`config.mk`:
```
export PLATFORM = sky130hd
export DESIGN_NAME = s2p_flat
export DESIGN_NICKNAME = d
export VERILOG_FILES = /design/src/rtl/s2p_pkg.sv /design/src/rtl/s2p_if.sv /design/src/rtl/s2p_out_buf.sv /design/src/rtl/s2p.sv /design/src/flat_wrapper.sv
export SDC_FILE = /design/constraint.sdc
export NUM_CORES = 1
export LEC_CHECK = 0
export ABC_AREA = 1
export CORE_MARGIN = 5
export CORE_UTILIZATION = 47
export DETAILED_ROUTE_END_ITERATION = 16
export PLACE_DENSITY = 0.74
export RECOVER_POWER = 100
export SYNTH_ARGS = -nofsm -noshare
export SYNTH_HDL_FRONTEND = slang
export SYNTH_SLANG_ARGS = --single-unit
```
`constraint.sdc`:
```
create_clock -name sys_clk -period 1.3 [get_ports sys_clk]
set_input_delay 0.13 -clock sys_clk [delete_from_list [all_inputs] [get_ports sys_clk]]
set_output_delay 0.13 -clock sys_clk [all_outputs]
set_load 0.02 [all_outputs]
```
`src/rtl/s2p_pkg.sv`:
```
// -----------------------------------------------------------------------------
// s2p_pkg : shared types and helpers for the s2p serial-to-parallel receiver.
//   state_e : receiver FSM states. PARITY exists only when S2P_PARITY_EN is
//             defined (optional trailing even-parity bit per word).
//   cnt_w() : bit-counter width for a given word width.
// -----------------------------------------------------------------------------
package s2p_pkg;

`ifdef S2P_PARITY_EN
  typedef enum logic [1:0] {
    IDLE   = 2'd0,
    SHIFT  = 2'd1,
    PARITY = 2'd2
  } state_e;
`else
  typedef enum logic [1:0] {
    IDLE  = 2'd0,
    SHIFT = 2'd1
  } state_e;
`endif

  // Counter only has to reach WIDTH-1, so $clog2(WIDTH) bits are enough.
  function automatic int cnt_w(input int width);
    return (width < 2) ? 1 : $clog2(width);
  endfunction

endpackage

```
`src/rtl/s2p_if.sv`:
```
// -----------------------------------------------------------------------------
// s2p_if : serial input strobes and parallel valid/ready output of s2p.
//   shift_en, serial_data_in, frame_sync : serial side (into the receiver)
//   data_out, data_valid, data_ready     : parallel holding-register handshake
//   overrun, parity_err                  : 1-cycle status pulses
// Modports: master = link/consumer side (bench), slave = receiver (s2p).
// -----------------------------------------------------------------------------
interface s2p_if #(
  parameter int WIDTH = 8
);
  logic             shift_en;
  logic             serial_data_in;
  logic             frame_sync;
  logic [WIDTH-1:0] data_out;
  logic             data_valid;
  logic             data_ready;
  logic             overrun;
  logic             parity_err;

  modport master (
    output shift_en, serial_data_in, frame_sync, data_ready,
    input  data_out, data_valid, overrun, parity_err
  );

  modport slave (
    input  shift_en, serial_data_in, frame_sync, data_ready,
    output data_out, data_valid, overrun, parity_err
  );
endinterface

```
`src/rtl/s2p_out_buf.sv`:
```
// -----------------------------------------------------------------------------
// s2p_out_buf : WIDTH-bit valid/ready holding register for completed words.
//   sys_clk, sys_rst_n : clock, synchronous active-low reset
//   load_en            : a word completed this cycle
//   load_data          : the completed word
//   load_perr          : parity mismatch flag for the completed word
//   data_ready         : consumer accepts when data_valid && data_ready
//   data_out           : held word, stable while data_valid = 1
//   data_valid         : holding register occupied
//   overrun            : 1-cycle pulse, new word dropped (register full)
//   parity_err         : 1-cycle pulse on the edge a mismatching word loads
// -----------------------------------------------------------------------------
module s2p_out_buf #(
  parameter int WIDTH = 8
) (
  input  logic             sys_clk,
  input  logic             sys_rst_n,
  input  logic             load_en,
  input  logic [WIDTH-1:0] load_data,
  input  logic             load_perr,
  input  logic             data_ready,
  output logic [WIDTH-1:0] data_out,
  output logic             data_valid,
  output logic             overrun,
  output logic             parity_err
);

  logic [WIDTH-1:0] data_out_r;
  logic             data_valid_r;
  logic             overrun_r;
  logic             parity_err_r;

  // Holding register, handshake and status pulses.
  always_ff @(posedge sys_clk) begin
    if (!sys_rst_n) begin
      data_out_r   <= {WIDTH{1'b0}};
      data_valid_r <= 1'b0;
      overrun_r    <= 1'b0;
      parity_err_r <= 1'b0;
    end else begin
      overrun_r    <= 1'b0;
      parity_err_r <= 1'b0;
      if (load_en) begin
        // A full register that is not being drained this cycle keeps its
        // word; the new one is lost and flagged. A simultaneous accept frees
        // the slot, so the new word loads and valid stays high.
        if (data_valid_r && !data_ready) begin
          overrun_r <= 1'b1;
        end else begin
          data_out_r   <= load_data;
          data_valid_r <= 1'b1;
          parity_err_r <= load_perr;
        end
      end else if (data_valid_r && data_ready) begin
        data_valid_r <= 1'b0;
      end else begin
        data_valid_r <= data_valid_r;
      end
    end
  end

  assign data_out   = data_out_r;
  assign data_valid = data_valid_r;
  assign overrun    = overrun_r;
  assign parity_err = parity_err_r;

endmodule

```
`src/rtl/s2p.sv`:
```
// -----------------------------------------------------------------------------
// s2p : serial-to-parallel deserializer, receive end of the p2s link.
//   Samples serial_data_in on each shift_en strobe, LSB first; frame_sync
//   (qualified by shift_en) marks bit 0. Completed WIDTH-bit words are handed
//   to s2p_out_buf, which presents them on a valid/ready register.
// Ports:
//   sys_clk   : system clock, rising edge
//   sys_rst_n : synchronous active-low reset
//   bus       : s2p_if.slave (serial strobes in, parallel word/status out)
// Configuration:
//   S2P_PARITY_EN : when defined, an even-parity bit follows each word and a
//                   mismatch pulses parity_err; otherwise parity_err is 0.
// -----------------------------------------------------------------------------
module s2p #(
  parameter int WIDTH = 8
) (
  input  logic   sys_clk,
  input  logic   sys_rst_n,
  s2p_if.slave   bus
);
  import s2p_pkg::*;

  localparam int               CNT_W    = cnt_w(WIDTH);
  localparam logic [CNT_W-1:0] LAST_CNT = CNT_W'(WIDTH - 1);
  localparam logic [CNT_W-1:0] CNT_ONE  = CNT_W'(1);

  state_e           state_r, state_nxt_s;
  logic [CNT_W-1:0] cnt_r, cnt_nxt_s;
  logic [WIDTH-1:0] shift_r, shift_nxt_s;
  logic             par_r, par_nxt_s;
  logic             done_s;
  logic [WIDTH-1:0] word_s;
  logic             perr_s;

  // FSM state, bit counter, shift register and running parity.
  always_ff @(posedge sys_clk) begin
    if (!sys_rst_n) begin
      state_r <= IDLE;
      cnt_r   <= {CNT_W{1'b0}};
      shift_r <= {WIDTH{1'b0}};
      par_r   <= 1'b0;
    end else begin
      state_r <= state_nxt_s;
      cnt_r   <= cnt_nxt_s;
      shift_r <= shift_nxt_s;
      par_r   <= par_nxt_s;
    end
  end

  // Next-state logic and word-completion strobe.
  always_comb begin
    state_nxt_s = state_r;
    cnt_nxt_s   = cnt_r;
    shift_nxt_s = shift_r;
    par_nxt_s   = par_r;
    done_s      = 1'b0;
    word_s      = shift_r;
    perr_s      = 1'b0;
    case (state_r)
      IDLE: begin
        if (bus.shift_en && bus.frame_sync) begin
          shift_nxt_s = WIDTH'(bus.serial_data_in);
          cnt_nxt_s   = CNT_ONE;
          par_nxt_s   = bus.serial_data_in;
          state_nxt_s = SHIFT;
        end else begin
          state_nxt_s = IDLE;
        end
      end
      SHIFT: begin
        if (bus.shift_en && bus.frame_sync) begin
          // Resync: this bit starts a new frame, the partial word is lost.
          shift_nxt_s = WIDTH'(bus.serial_data_in);
          cnt_nxt_s   = CNT_ONE;
          par_nxt_s   = bus.serial_data_in;
          state_nxt_s = SHIFT;
        end else if (bus.shift_en) begin
          shift_nxt_s[cnt_r] = bus.serial_data_in;
          par_nxt_s          = par_r ^ bus.serial_data_in;
          if (cnt_r == LAST_CNT) begin
            cnt_nxt_s = {CNT_W{1'b0}};
`ifdef S2P_PARITY_EN
            state_nxt_s = PARITY;
`else
            done_s      = 1'b1;
            word_s      = shift_nxt_s;
            state_nxt_s = IDLE;
`endif
          end else begin
            cnt_nxt_s = cnt_r + CNT_ONE;
          end
        end else begin
          state_nxt_s = SHIFT;
        end
      end
`ifdef S2P_PARITY_EN
      PARITY: begin
        if (bus.shift_en && bus.frame_sync) begin
          shift_nxt_s = WIDTH'(bus.serial_data_in);
          cnt_nxt_s   = CNT_ONE;
          par_nxt_s   = bus.serial_data_in;
          state_nxt_s = SHIFT;
        end else if (bus.shift_en) begin
          // par_r holds XOR of the data bits; even parity makes the total 0.
          done_s      = 1'b1;
          word_s      = shift_r;
          perr_s      = par_r ^ bus.serial_data_in;
          state_nxt_s = IDLE;
        end else begin
          state_nxt_s = PARITY;
        end
      end
`endif
      default: begin
        state_nxt_s = IDLE;
        cnt_nxt_s   = {CNT_W{1'b0}};
        shift_nxt_s = {WIDTH{1'b0}};
        par_nxt_s   = 1'b0;
      end
    endcase
  end

  s2p_out_buf #(
    .WIDTH (WIDTH)
  ) u_out_buf (
    .sys_clk    (sys_clk),
    .sys_rst_n  (sys_rst_n),
    .load_en    (done_s),
    .load_data  (word_s),
    .load_perr  (perr_s),
    .data_ready (bus.data_ready),
    .data_out   (bus.data_out),
    .data_valid (bus.data_valid),
    .overrun    (bus.overrun),
    .parity_err (bus.parity_err)
  );

endmodule

```
`src/flat_wrapper.sv`:
```
// flat-port wrapper written by rule: the top's interface ports become plain ports
module s2p_flat import s2p_pkg::*;
#(
  parameter int WIDTH = 8
)
  (sys_clk, sys_rst_n, bus_shift_en, bus_serial_data_in, bus_frame_sync, bus_data_ready, bus_data_out, bus_data_valid, bus_overrun, bus_parity_err);
  s2p_if #(.WIDTH(WIDTH)) bus_i ();
  input  logic sys_clk;
  input  logic sys_rst_n;
  input wire logic [$bits(bus_i.shift_en)-1:0] bus_shift_en;
  input wire logic [$bits(bus_i.serial_data_in)-1:0] bus_serial_data_in;
  input wire logic [$bits(bus_i.frame_sync)-1:0] bus_frame_sync;
  input wire logic [$bits(bus_i.data_ready)-1:0] bus_data_ready;
  output wire logic [$bits(bus_i.data_out)-1:0] bus_data_out;
  output wire logic [$bits(bus_i.data_valid)-1:0] bus_data_valid;
  output wire logic [$bits(bus_i.overrun)-1:0] bus_overrun;
  output wire logic [$bits(bus_i.parity_err)-1:0] bus_parity_err;
  assign bus_i.shift_en = bus_shift_en;
  assign bus_i.serial_data_in = bus_serial_data_in;
  assign bus_i.frame_sync = bus_frame_sync;
  assign bus_i.data_ready = bus_data_ready;
  assign bus_data_out = bus_i.data_out;
  assign bus_data_valid = bus_i.data_valid;
  assign bus_overrun = bus_i.overrun;
  assign bus_parity_err = bus_i.parity_err;
  s2p #(.WIDTH(WIDTH)) u_core (.sys_clk(sys_clk), .sys_rst_n(sys_rst_n), .bus(bus_i));
endmodule
```
==> impl_results.md <==
* CTS Hold Buffers Added at 0
* PwrDens at 935 nW/um^2
* Starting DRT DRC Count at 48
* Clk pin slew, worst setup/hold paths at 0.13 ns
* GRT Total Usage at 0.166
* Tmin final at 1.25 ns
* Max-cap violations at 0
* GR Util met2 at 0.279
* Share of the cycle needed by the critical path after routing at 0.965
* Vias/cell at between 5 and 6
* Num CTS Buffers at 3
* Global-route wire length before repair at 4.40 mm
* Reg2Reg Capture Point: u_core.u_out_buf.data_out[4]
* Worst Hold Class: input port to flop
* Final Hold Viols at 0
* Largest net degree at the start of global routing at 14
* HPWL after DPL at around 1.8 mm
* Insertion delay to the later sink of the worst-skew pair at 0.31 ns
* Die area at 3420 sq um
* Hold path endpoint: u_core.u_out_buf.overrun
* Worst setup margin at 0.0456 ns
* Boundary Pins at 17
* Cells on worst reg2reg path at 7
* Share of layout cells above drive strength 1 at 0.171
* CP arrival at 1.48 ns
* Vias in the first global route at 1019
* Fmax at ~0.8 GHz
* Post-Route WL at 2.65 mm
* Final slew viol count at 0
* Most used DFF post-synth: dfxtp_1
* DP Worst Slack at -0.0807 ns
* Syn avg cell area at 6.66 sq um
* Synth warnings at 0
* Vias at 1127
* GPL Wtd Cong at 0.799
* Avg WL per Cell at approximately 12 um
* Initial cell density of the core at 0.495
* Number of antenna violations at the first check in global routing at 0
* # clock sinks at 22
* Residual DRC at 0
* Die X at around 59 um
* Met3 GRT Util at 0.0395
* Kind of critical path: flop to flop
* Longest Clk Path Bufs at 2
* Register area share after synthesis at 0.398
* Share of the synthesized area in the top cell type at 0.398
* Largest cells by area after synthesis: dfxtp_1 40%, nand2_1 16%, a21oi_1 9.0%
* # diodes at 0
* Mapped Area at 1110 sq um
* Fin nets at 196
* Die span in y at 58.5 um
* Hold path start: bus_data_ready
* Worst EP required at 1.53 ns
* Synth cell types at 21
* Post-synthesis register bit count at 22
* Global Route met1 Usage at 0.191
* CTS tree: built
* Area Overhead vs Synth at 29.9%
* # rows at 17
* Final setup fails at 0
* H-Tree Depth at 1
* Setup slack, reg-to-reg at 0.05 ns
* Leakage at around 0.00065 uW
* GRT Max-Usage Layer: met2
* EDFF count, synth at 0
* Async S/R FF share, synth at 0
* Synthesized instance count at 166
* Core Area at 2230 sq um
* Max rail drop VDD at 0.699 mV
* Non-filler cells, final at 215
* Clk root buf: clkbuf_4
* Yosys top cell by area: dfxtp_1
* CP Launch Type: flop
* DP Cell Count at roughly 210
* I/O Buffers at 15
* Min Hold Slack at 0.464 ns
* Worst setup EP type: flop
* Routed Antenna Nets at 0
* Grt ovf at 0
* Crit-path max FO at 8
* Clock skew at 0.000599 ns
* Syn_nets at 174
* Unrepaired setup endpoints after global routing: true
* Synth top cells by count: 46 x nand2_1, 23 x inv_1, 22 x dfxtp_1
* Hold depth at 4
* Most common cell in the netlist: nand2_1
* DRT Pass-1 Iters at 4
* TNS Setup at 0 ns
* Status: complete, no violations
* Reg-to-reg critical path startpoint: u_core.cnt_r[1]
[per-stage QoR]
step                      power, uW  cell area [sq um]   util
after floorplan                 770               1110      -
after global placement          805               1300  0.582
after detailed placement        809               1300  0.582
after CTS                      1340               1350  0.606
after global routing           1390               1440  0.643
final                          1340               1440  0.643
[timing repair]
action / 4_1_cts / 5_1_grt
resized for setup: 11 / 19
pin swaps: 1 / 3
buffers inserted: 0 / 1
setup endpoints to repair: 18 / 11
gates cloned: 1 / 0
[cells in the final DEF (no fill, tap or decap), types with 3 or more instances in the layout]
| master | count |
|---|---|
| nand2_1 | 43 |
| inv_1 | 23 |
| dfxtp_1 | 20 |
| nand3_1 | 16 |
| a21oi_1 | 14 |
| dlygate4sd2_1 | 10 |
| nor2_1 | 9 |
| buf_4 | 8 |
| a21oi_2 | 6 |
| nand4_1 | 6 |
| clkdlybuf4s50_1 | 5 |
| o21ai_0 | 4 |
| clkbuf_4 | 3 |
[how the worst max path moves through the flow]
| stage | start | cells after the start | slack [ns] | endpoint |
|---|---|---|---|---|
| after floorplan | u_core.cnt_r[0] | 9 | 0.04 | u_core.u_out_buf.data_out[0] |
| after global placement | bus_shift_en | 6 | -0.04 | u_core.shift_r[3] |
| after detailed placement | bus_shift_en | 6 | -0.08 | u_core.cnt_r[1] |
| after CTS | u_core.cnt_r[1] | 7 | -0.02 | u_core.u_out_buf.data_out[6] |
| after global routing | u_core.cnt_r[1] | 7 | -0.03 | u_core.u_out_buf.data_out[3] |
| final | u_core.cnt_r[1] | 7 | 0.05 | u_core.u_out_buf.data_out[4] |
[registers in the layout, indices dropped and copies added (netlist names), named ones only]
name / count
u_core.shift_r: 8
u_core.u_out_buf.data_out: 8
u_core.cnt_r: 3
u_core.u_out_buf.data_valid: 1
u_core.u_out_buf.overrun: 1
[critical path, cell delays in order, from the launching register on]
cell	delay [ns]
dfxtp_2	0.38
ha_4	0.15
ha_4	0.15
nand2_4	0.05
inv_4	0.08
nand3_4	0.13
a21oi_1	0.16
nor2_1	0.05
[area by class of cell]
cell class | instances | area (sq um)
Tap cell | 28 | 35.0
Multi-Input combinational cell | 110 | 601
Timing Repair Buffer | 23 | 198
Clock buffer | 3 | 22.5
Sequential cell | 22 | 443
Inverter | 28 | 108
Clock inverter | 1 | 30.0
Fill cell | 211 | 797
[cells by family after synthesis]
family / share of synthesized area
other cells: 0.00339
buf+inv: 0.136
simple gates: 0.325
compound gates: 0.115
fa+ha+maj: 0.0226
flops: 0.398
[report_power, final]
part | switching [uW] | leakage (uW) | internal [uW]
Clock | 222 | 0.0000279 | 312
Sequential | 6.34 | 0.000179 | 683
Combinational | 78.0 | 0.000447 | 41.6
Total | 306 | 0.000654 | 1040
[routing by layer]
layer / share of wire / vias up
met5: 0 / -
met4: 0.020 / 0
met3: 0.067 / 6
met2: 0.48 / 54
met1: 0.43 / 502
li1: - / 565
Power figures use the tool's default switching activity.
